File: config.mk
export PLATFORM = sky130hd
export DESIGN_NAME = jk_bank_arbiter
export DESIGN_NICKNAME = d
export VERILOG_FILES = /design/src/rtl/jk_ctrl_pkg.sv /design/src/rtl/jk_ff.sv /design/src/rtl/jk_bank_arbiter.sv
export SDC_FILE = /design/constraint.sdc
export NUM_CORES = 1
export LEC_CHECK = 0
export BUFFER_PORTS_ARGS = -buffer_cell sky130_fd_sc_hd__buf_2
export CAP_MARGIN = 15
export CORE_ASPECT_RATIO = 1.25
export CORE_MARGIN = 2
export CORE_UTILIZATION = 50
export DETAILED_ROUTE_END_ITERATION = 7
export HOLD_SLACK_MARGIN = 0.03
export PLACE_DENSITY = 0.83
export SLEW_MARGIN = 25
export SYNTH_ARGS = -nofsm -noshare
export SYNTH_HDL_FRONTEND = slang
export SYNTH_HIERARCHICAL = 1
export SYNTH_SLANG_ARGS = --single-unit
export TNS_END_PERCENT = 20
File: constraint.sdc
create_clock -name clk -period 2.3 [get_ports clk]
set_input_delay 0.345 -clock clk [delete_from_list [all_inputs] [get_ports clk]]
set_output_delay 0.345 -clock clk [all_outputs]
set_load 0.02 [all_outputs]
File: src/rtl/jk_ctrl_pkg.sv
// Shared encodings for the JK flop bank controller: command codes and FSM states.
package jk_ctrl_pkg;

  typedef enum logic [1:0] {
    OP_HOLD = 2'b00,
    OP_RST  = 2'b01,
    OP_SET  = 2'b10,
    OP_TGL  = 2'b11
  } op_t;

  typedef enum logic [1:0] {
    ST_IDLE  = 2'b00,
    ST_DRIVE = 2'b01,
    ST_ACK   = 2'b10
  } state_t;

endpackage

File: src/rtl/jk_ff.sv
// Single JK flip-flop with asynchronous active-low clear; {j,k} uses the op_t encoding.
module jk_ff
  import jk_ctrl_pkg::*;
(
  input  logic clk,
  input  logic reset,
  input  logic j,
  input  logic k,
  output logic q
);

  // NOTE: sequential state uses non-blocking (<=) so every flop samples pre-edge values.
  always_ff @(posedge clk or negedge reset) begin
    if (!reset) begin
      q <= 1'b0;
    end else begin
      case (op_t'({j, k}))
        OP_HOLD: q <= q;
        OP_RST:  q <= 1'b0;
        OP_SET:  q <= 1'b1;
        OP_TGL:  q <= ~q;
        default: q <= q;
      endcase
    end
  end

endmodule

File: src/rtl/jk_bank_arbiter.sv
// Round-robin arbiter granting NREQ requesters one JK command at a time on a WIDTH-flop bank.
module jk_bank_arbiter
  import jk_ctrl_pkg::*;
#(
  parameter  int NREQ  = 4,
  parameter  int WIDTH = 8,
  localparam int IW    = $clog2(WIDTH)
) (
  input  logic                 clk,
  input  logic                 reset,
  input  logic [NREQ-1:0]      req,
  input  logic [2*NREQ-1:0]    op,
  input  logic [IW*NREQ-1:0]   idx,
  output logic [NREQ-1:0]      gnt,
  output logic                 busy,
  output logic                 done,
  output logic                 err,
  output logic [WIDTH-1:0]     q
);

  localparam int PW = $clog2(NREQ);

  state_t          state;
  logic [PW-1:0]   rr_ptr;
  logic [PW-1:0]   win;
  logic [PW-1:0]   win_lat;
  logic [1:0]      op_win;
  logic [1:0]      op_lat;
  logic [IW-1:0]   idx_win;
  logic [IW-1:0]   idx_lat;
  logic            idx_oor;
  logic [WIDTH-1:0] j_vec;
  logic [WIDTH-1:0] k_vec;

  // Scan from the farthest candidate to the nearest so the requester closest
  // to ptr (inclusive) is the last assignment and therefore the winner.
  function automatic logic [PW-1:0] rr_pick(input logic [NREQ-1:0] r,
                                            input logic [PW-1:0]   ptr);
    logic [PW-1:0] w;
    int            c;
    w = ptr;
    for (int n = NREQ - 1; n >= 0; n--) begin
      c = (int'(ptr) + n) % NREQ;
      if (r[c]) w = PW'(c);
    end
    return w;
  endfunction

  assign win     = rr_pick(req, rr_ptr);
  assign idx_oor = int'(idx_lat) >= WIDTH;

  // NOTE: every always_comb output gets a default first so no latch is inferred.
  always_comb begin
    op_win  = '0;
    idx_win = '0;
    for (int i = 0; i < NREQ; i++) begin
      if (win == PW'(i)) begin
        op_win  = op[2*i +: 2];
        idx_win = idx[IW*i +: IW];
      end
    end
  end

  always_ff @(posedge clk or negedge reset) begin
    if (!reset) begin
      state   <= ST_IDLE;
      rr_ptr  <= '0;
      win_lat <= '0;
      op_lat  <= OP_HOLD;
      idx_lat <= '0;
      gnt     <= '0;
      busy    <= 1'b0;
      done    <= 1'b0;
      err     <= 1'b0;
    end else begin
      done <= 1'b0;
      err  <= 1'b0;
      case (state)
        ST_IDLE: begin
          if (|req) begin
            op_lat  <= op_win;
            idx_lat <= idx_win;
            win_lat <= win;
            gnt     <= NREQ'(1) << win;
            busy    <= 1'b1;
            state   <= ST_DRIVE;
          end
        end
        ST_DRIVE: begin
          done  <= 1'b1;
          err   <= idx_oor;
          state <= ST_ACK;
        end
        ST_ACK: begin
          rr_ptr <= (win_lat == PW'(NREQ - 1)) ? '0 : win_lat + PW'(1);
          gnt    <= '0;
          busy   <= 1'b0;
          state  <= ST_IDLE;
        end
        default: begin
          gnt   <= '0;
          busy  <= 1'b0;
          state <= ST_IDLE;
        end
      endcase
    end
  end

  // Only the addressed flop sees the command, and only for the single DRIVE edge;
  // an out-of-range index matches nothing, leaving the bank untouched.
  always_comb begin
    j_vec = '0;
    k_vec = '0;
    if (state == ST_DRIVE) begin
      for (int i = 0; i < WIDTH; i++) begin
        if (idx_lat == IW'(i)) begin
          j_vec[i] = op_lat[1];
          k_vec[i] = op_lat[0];
        end
      end
    end
  end

  for (genvar g = 0; g < WIDTH; g++) begin : g_bank
    jk_ff u_ff (
      .clk   (clk),
      .reset (reset),
      .j     (j_vec[g]),
      .k     (k_vec[g]),
      .q     (q[g])
    );
  end

endmodule

# --- Word-level counts from Yosys, hierarchy flattened ---
# Cells that the tools add are included.
word_totals:
  inputBits: 26
  output_inout_bits: 15
  wordCells: 149
  ff_bits: 25
op_classes:
  n_reduce_logical: 17
  magnitude_cmp: 4
  n_mux: 57
  n_addsub: 4
  n_eq_ne: 38
  n_bitwise: 12
  shift: 1
op_table:
  columns: ["cell", "count"]
  rows:
  - ["== test 2 bit, second input constant", 20]
  - ["2-to-1 mux 1 bit", 25]
  - ["one-hot mux 1 bit (3 select lines)", 8]
  - ["== test 2 x 1 -> 1 bit, second input constant", 10]
  - ["zero test 2 bit", 10]
  - ["2-to-1 mux 2 bit", 10]
  - ["2-to-1 mux 8 bit", 2]
  - ["== test 3 bit, second input constant", 4]
  - ["less-than comparator 3 x 4 -> 1 bit, second input constant", 3]
  - ["2-to-1 mux 3 bit", 4]
  - ["NOT 1 bit", 9]
  - ["binary-select mux 1 bit (select 2 bit)", 4]
  - ["one-hot mux 4 bit (2 select lines)", 1]
  - ["== test 3 x 2 -> 1 bit, second input constant", 2]
  - ["OR reduction 2 bit", 3]
  - ["adder 2 x 1 -> 2 bit, second input constant", 2]
  - ["adder 2 bit, second input constant", 2]
  - ["2-to-1 mux 4 bit", 1]
  - ["one-hot mux 2 bit (2 select lines)", 1]
  - ["AND reduction 2 bit", 2]
  - ["OR reduction 4 bit", 1]
  - ["<< shifter 1 x 2 -> 4 bit, first input constant", 1]
  - ["bitwise AND 1 bit, first input constant", 3]
  - ["== test 3 x 1 -> 1 bit, second input constant", 1]
  - ["other kinds (4)", 4]

# --- Logic depth before layout (Yosys ltp) ---
logic_depth:
  word_depth: 15
  depth_mapped: 8
  depth_no_buf: 7

# --- By module ---
# Netlist, hierarchy kept.
modules_own_cells:
  columns: ["mod", "seq_area_each_um2", "area_per_inst_um2", "cells_per_inst", "n_inst"]
  rows:
  - ["jk_bank_arbiter", 425.4, 1074.8, 115, 1]
  - ["jk_ff", 25.0, 33.8, 3, 8]

# --- Worst setup path before layout ---
# OpenSTA, ideal clock, no wires.
synth_timing:
  path_kind: "reg2reg"
  startpoint: "reg rr_ptr[1]"
  endpoint: "reg idx_lat[0]"
  t_arrival_ns: 1.606
  required_ns: 2.174
  setup_time_ns: 0.126
  slack_ns: 0.568
  stages_incl_launch_ff: 8
  n_path_buf: 1
  synth_period_minus_slack_ns: 1.732
  path_cell_list: "dfrtp_1 > or3_1 > o21ai_1 > o31a_1 > buf_6 > mux2i_1 > o21ai_1 > a221o_1"
synth_via:
  elab_chain_cells: 13
  elab_cells_between_ends: 26
  cone_classes: "add/sub: 3; eq/ne: 3; mux: 19; reduce/logical: 1"
synth_rtl:
  columns: ["item", "line_no", "text"]
  rows:
  - ["from (decl)", "jk_bank_arbiter.sv:24", "logic [PW-1:0] rr_ptr;"]
  - ["from (signal assigned)", "jk_bank_arbiter.sv:95", "rr_ptr <= (win_lat == PW'(NREQ - 1)) ? '0 : win_lat + PW'(1);"]
  - ["adder 2 bit", "jk_bank_arbiter.sv:43", "c = (int'(ptr) + n) % NREQ;"]
  - ["binary-select mux 1 bit (select 2 bit)", "jk_bank_arbiter.sv:44", "if (r[c]) w = PW'(c);"]
  - ["2-to-1 mux 1 bit (not written as such) (2 in a row)", "jk_bank_arbiter.sv:44", null]
  - ["2-to-1 mux 2 bit (3 in a row)", "jk_bank_arbiter.sv:44", null]
  - ["2-to-1 mux 2 bit (*)", "jk_bank_arbiter.sv:44", null]
  - ["zero test 2 bit", "jk_bank_arbiter.sv:57", "if (win == PW'(i)) begin"]
  - ["2-to-1 mux 3 bit (3 in a row)", "jk_bank_arbiter.sv:57", null]
  - ["2-to-1 mux 3 bit (*)", "jk_bank_arbiter.sv:57", null]
  - ["to (signal assigned)", "jk_bank_arbiter.sv:82", "idx_lat <= idx_win;"]
  - ["to (decl)", "jk_bank_arbiter.sv:30", "logic [IW-1:0] idx_lat;"]
# Every way passes the cells marked *; elsewhere a longest branch is shown, timed or not. The select of a mux whose other input is x is not followed.
# A chain may end at the register's enable or synchronous reset.

# --- Worst setup path after layout ---
layout_timing:
  startpoint: "reg rr_ptr[1]"
  endpoint: "reg op_lat[0]"
layout_via:
  elab_chain_cells: 13
  elab_cells_between_ends: 26
  cone_classes: "add/sub: 3; eq/ne: 3; mux: 19; reduce/logical: 1"
layout_rtl:
  columns: ["item", "line_no", "text"]
  rows:
  - ["adder 2 bit", "jk_bank_arbiter.sv:43", null]
  - ["binary-select mux 1 bit (select 2 bit)", "jk_bank_arbiter.sv:44", null]
  - ["2-to-1 mux 1 bit (not written as such) (2 in a row)", "jk_bank_arbiter.sv:44", null]
  - ["2-to-1 mux 2 bit (3 in a row)", "jk_bank_arbiter.sv:44", null]
  - ["2-to-1 mux 2 bit (*)", "jk_bank_arbiter.sv:44", null]
  - ["zero test 2 bit", "jk_bank_arbiter.sv:57", null]
  - ["2-to-1 mux 2 bit (3 in a row)", "jk_bank_arbiter.sv:57", null]
  - ["2-to-1 mux 2 bit (*)", "jk_bank_arbiter.sv:57", null]
  - ["to (signal assigned)", "jk_bank_arbiter.sv:81", "op_lat <= op_win;"]
  - ["to (decl)", "jk_bank_arbiter.sv:28", "logic [1:0] op_lat;"]
# Marks and branches as above.

==> results.cfg <==
[outcome]
outcome = complete, no violations

[cells_and_area]
seq_area_um2 = 626
fillers = 245
num_antenna_cells = 0
final_core_util = 0.599
multi_input_area_um2 = 644
final_nets = 205
finalNonFillerCells = 211
area_growth_pct = 17.0
layout-drive-gt1-share = 0.328

[clock_network]
cts_max_path_buffers = 2
post_cts_buffers = 0
cts_buffers = 3
clock_sinks = 25
clock_latency_ps = 320
root_buffer = clkbuf_4
cts.clk_slew.worst_paths_ps = 140
cts_resized = 0
cts_tree = yes
htreeDepth = 1

[synthesis]
ys_seq_area_frac = 0.465
synth.area.top_cells = dfrtp_1 (47%), nor2_1 (5.0%), a21oi_1 (3.7%)
synth.top_cell.area_share = 0.465
ys_ff_latch = 25
synth_area_mm2 = 0.00135
synth_fp_nets = 166
syn_inst = 139
yosysWarnings = 6
synth_cell_types = 39
synth_area_leader_cell = dfrtp_1
avgSynthCellArea_um2 = 9.68
synth_flop_cell = dfrtp_1
synth-edff-count = 0
async_flop_share = 1.00

[route]
wl_per_cell_um = 12.2
via_per_inst = 5.42
ant_nets = 0
drc = 0
firstDrtPassIters = 4
drt_iter0_drc = 23
via_count = 1143
wirelength_um = 2580

[timing]
maxSlewHeadroom = 0.647
fmax_mhz = 491
hold_viol_final = 0
whs_ps = 248
period_needed_ps = 2040
fin_skew_ps = 3.69
report.final.slew_viol_count = 0
rsz0062_at_grt = no
tightestPinTransition_ps = 529
timing.final.crit_share = 0.885
tns_ps = 0
setup-violations-final = 0

[critical_path]
crit_fanout = 10
crit_path_end_kind = register
crit_type = reg2reg
reg2reg_slack_ps = 260
arrival_ps = 2250
start_kind = register
rr_worst_depth = 6
worstPathRequired_ps = 2520

[place]
portBuffers = 39
gp_congestion = 0.790
placed_cells = 206
place_hpwl_um = 2050

[hold_path]
hold_path.class = in2reg
whs_path_depth = 2

[global_routing]
grt_pass1_wl_um = 4430
grt_max_degree = 26
grtUsageTotal = 0.185
grt_pass1_vias = 1017
grt_overflow_total = 0
antenna_found_initial = 0

[power]
power_density_mw_per_mm2 = 1330
pwr-share-seq = 0.406
power_leakage_nw = 0.754
switching_share = 0.447
clkPwrFrac = 0.095
internal_power_mw = 1.16
p_total_mw = 2.10
power_switching_mw = 0.938
comb_power_share = 0.500
vdd_drop_max_mv = 0.561

[die]
die_h_um = 62.0
die_w_um = 50.4
coreArea_mm2 = 0.00263
ios = 41
die_area_mm2 = 0.00312
initial_core_util = 0.512
placementRows = 21

[job]
cap_violations = 0
==> placed cells by master, fill, tap and decap left out, drive strengths merged, types with 3 or more instances in the layout <==
master	synthesis	layout
nand2	8	8
dfrtp	25	25
nor2	18	18
clkbuf	2	3
and2	5	5
a21oi	10	10
nor3	8	8
mux2i	5	5
o21ai	9	9
nand2b	4	4
buf	6	41
a221o	4	4
nor2b	4	4
nand3	9	9
==> repair_timing <==
action                                 in CTS  in global routing
setup endpoints to repair                   0                  0
hold buffers                                1                  0
endpoints found under the hold margin      25                  0
==> synth_stat cells (2+ instances only) <==
| master | number |
|---|---|
| dfrtp_1 | 25 |
| nor2_1 | 18 |
| a21oi_1 | 10 |
| nand2_1 | 8 |
| nor3_1 | 8 |
| o21ai_1 | 6 |
| mux2i_1 | 5 |
| nand3_1 | 5 |
| a221o_1 | 4 |
| buf_4 | 4 |
| nand3_2 | 4 |
| and2_2 | 3 |
| nand2b_1 | 3 |
| nor2b_1 | 3 |
| o21ai_0 | 3 |
| a22o_1 | 2 |
| and2b_1 | 2 |
| clkbuf_1 | 2 |
| inv_1 | 2 |
| nor4_1 | 2 |
| o31ai_1 | 2 |
==> final cells by class <==
type	instances	share of cell area
Inverter	3	0.00715
Multi-Input combinational cell	103	0.409
Tap cell	34	0.0270
Clock inverter	1	0.00477
Clock buffer	3	0.0143
Timing Repair Buffer	42	0.140
Sequential cell	25	0.397
==> power groups by stage <==
stage                     clock [mW]  combinational, mW  sequential [mW]
after floorplan                    0              0.716            0.952
after global placement             0               1.02            0.849
after detailed placement           0               1.05            0.863
after CTS                      0.203               1.06            0.851
after global routing           0.224               1.17            0.894
final                          0.199               1.05            0.851
==> state kept, by name, indices dropped and copies added (netlist names) <==
register and count:
g_bank.u_ff/q 8, gnt 4, idx_lat 3, op_lat 2, rr_ptr 2, state 2, win_lat 2, busy 1
done 1
==> worst paths after layout <==
check / endpoint / start
max reg2reg: op_lat[0] / rr_ptr[1]
min in group asynchronous: g_bank[0].u_ff/q / reset
max: op_lat[0] / rr_ptr[1]
min: idx_lat[0] / idx[9]
max in group asynchronous: g_bank[1].u_ff/q / reset
min reg2reg: g_bank[4].u_ff/q / g_bank[4].u_ff/q
==> logic make-up (layout without fill, tap and decap cells) <==
family	after synthesis	count (layout)	synth area share
AOI/OAI and AO/OA	33	33	0.165
adders and majority gates	1	1	0.00930
buffers and inverters	11	49	0.0558
DFF	25	25	0.465
muxes	7	7	0.0540
other	1	1	0.00279
and+or+nand+nor	61	61	0.248
==> stage by stage <==
step,area [um^2],worst slack (ps)
after floorplan,1350,568
after global placement,1530,318
after detailed placement,1530,249
after CTS,1570,278
after global routing,1570,163
final,1570,265
==> worst max-delay path: stages, from the launching register on <==
cell	delay (ps)
dfrtp_1	450
or3_1	380
o21ai_1	80
o31a_1	350
buf_4	260
nor2b_4	70
a221o_1	350
==> routing by layer <==
metal,vias up,wire length [um],track usage
met5,-,0,0
met4,0,44,0.0695
li1,572,-,-
met3,4,142,0.00718
met1,526,1080,0.237
met2,41,1310,0.340
Note: power is estimated with default switching activity, not from simulation.
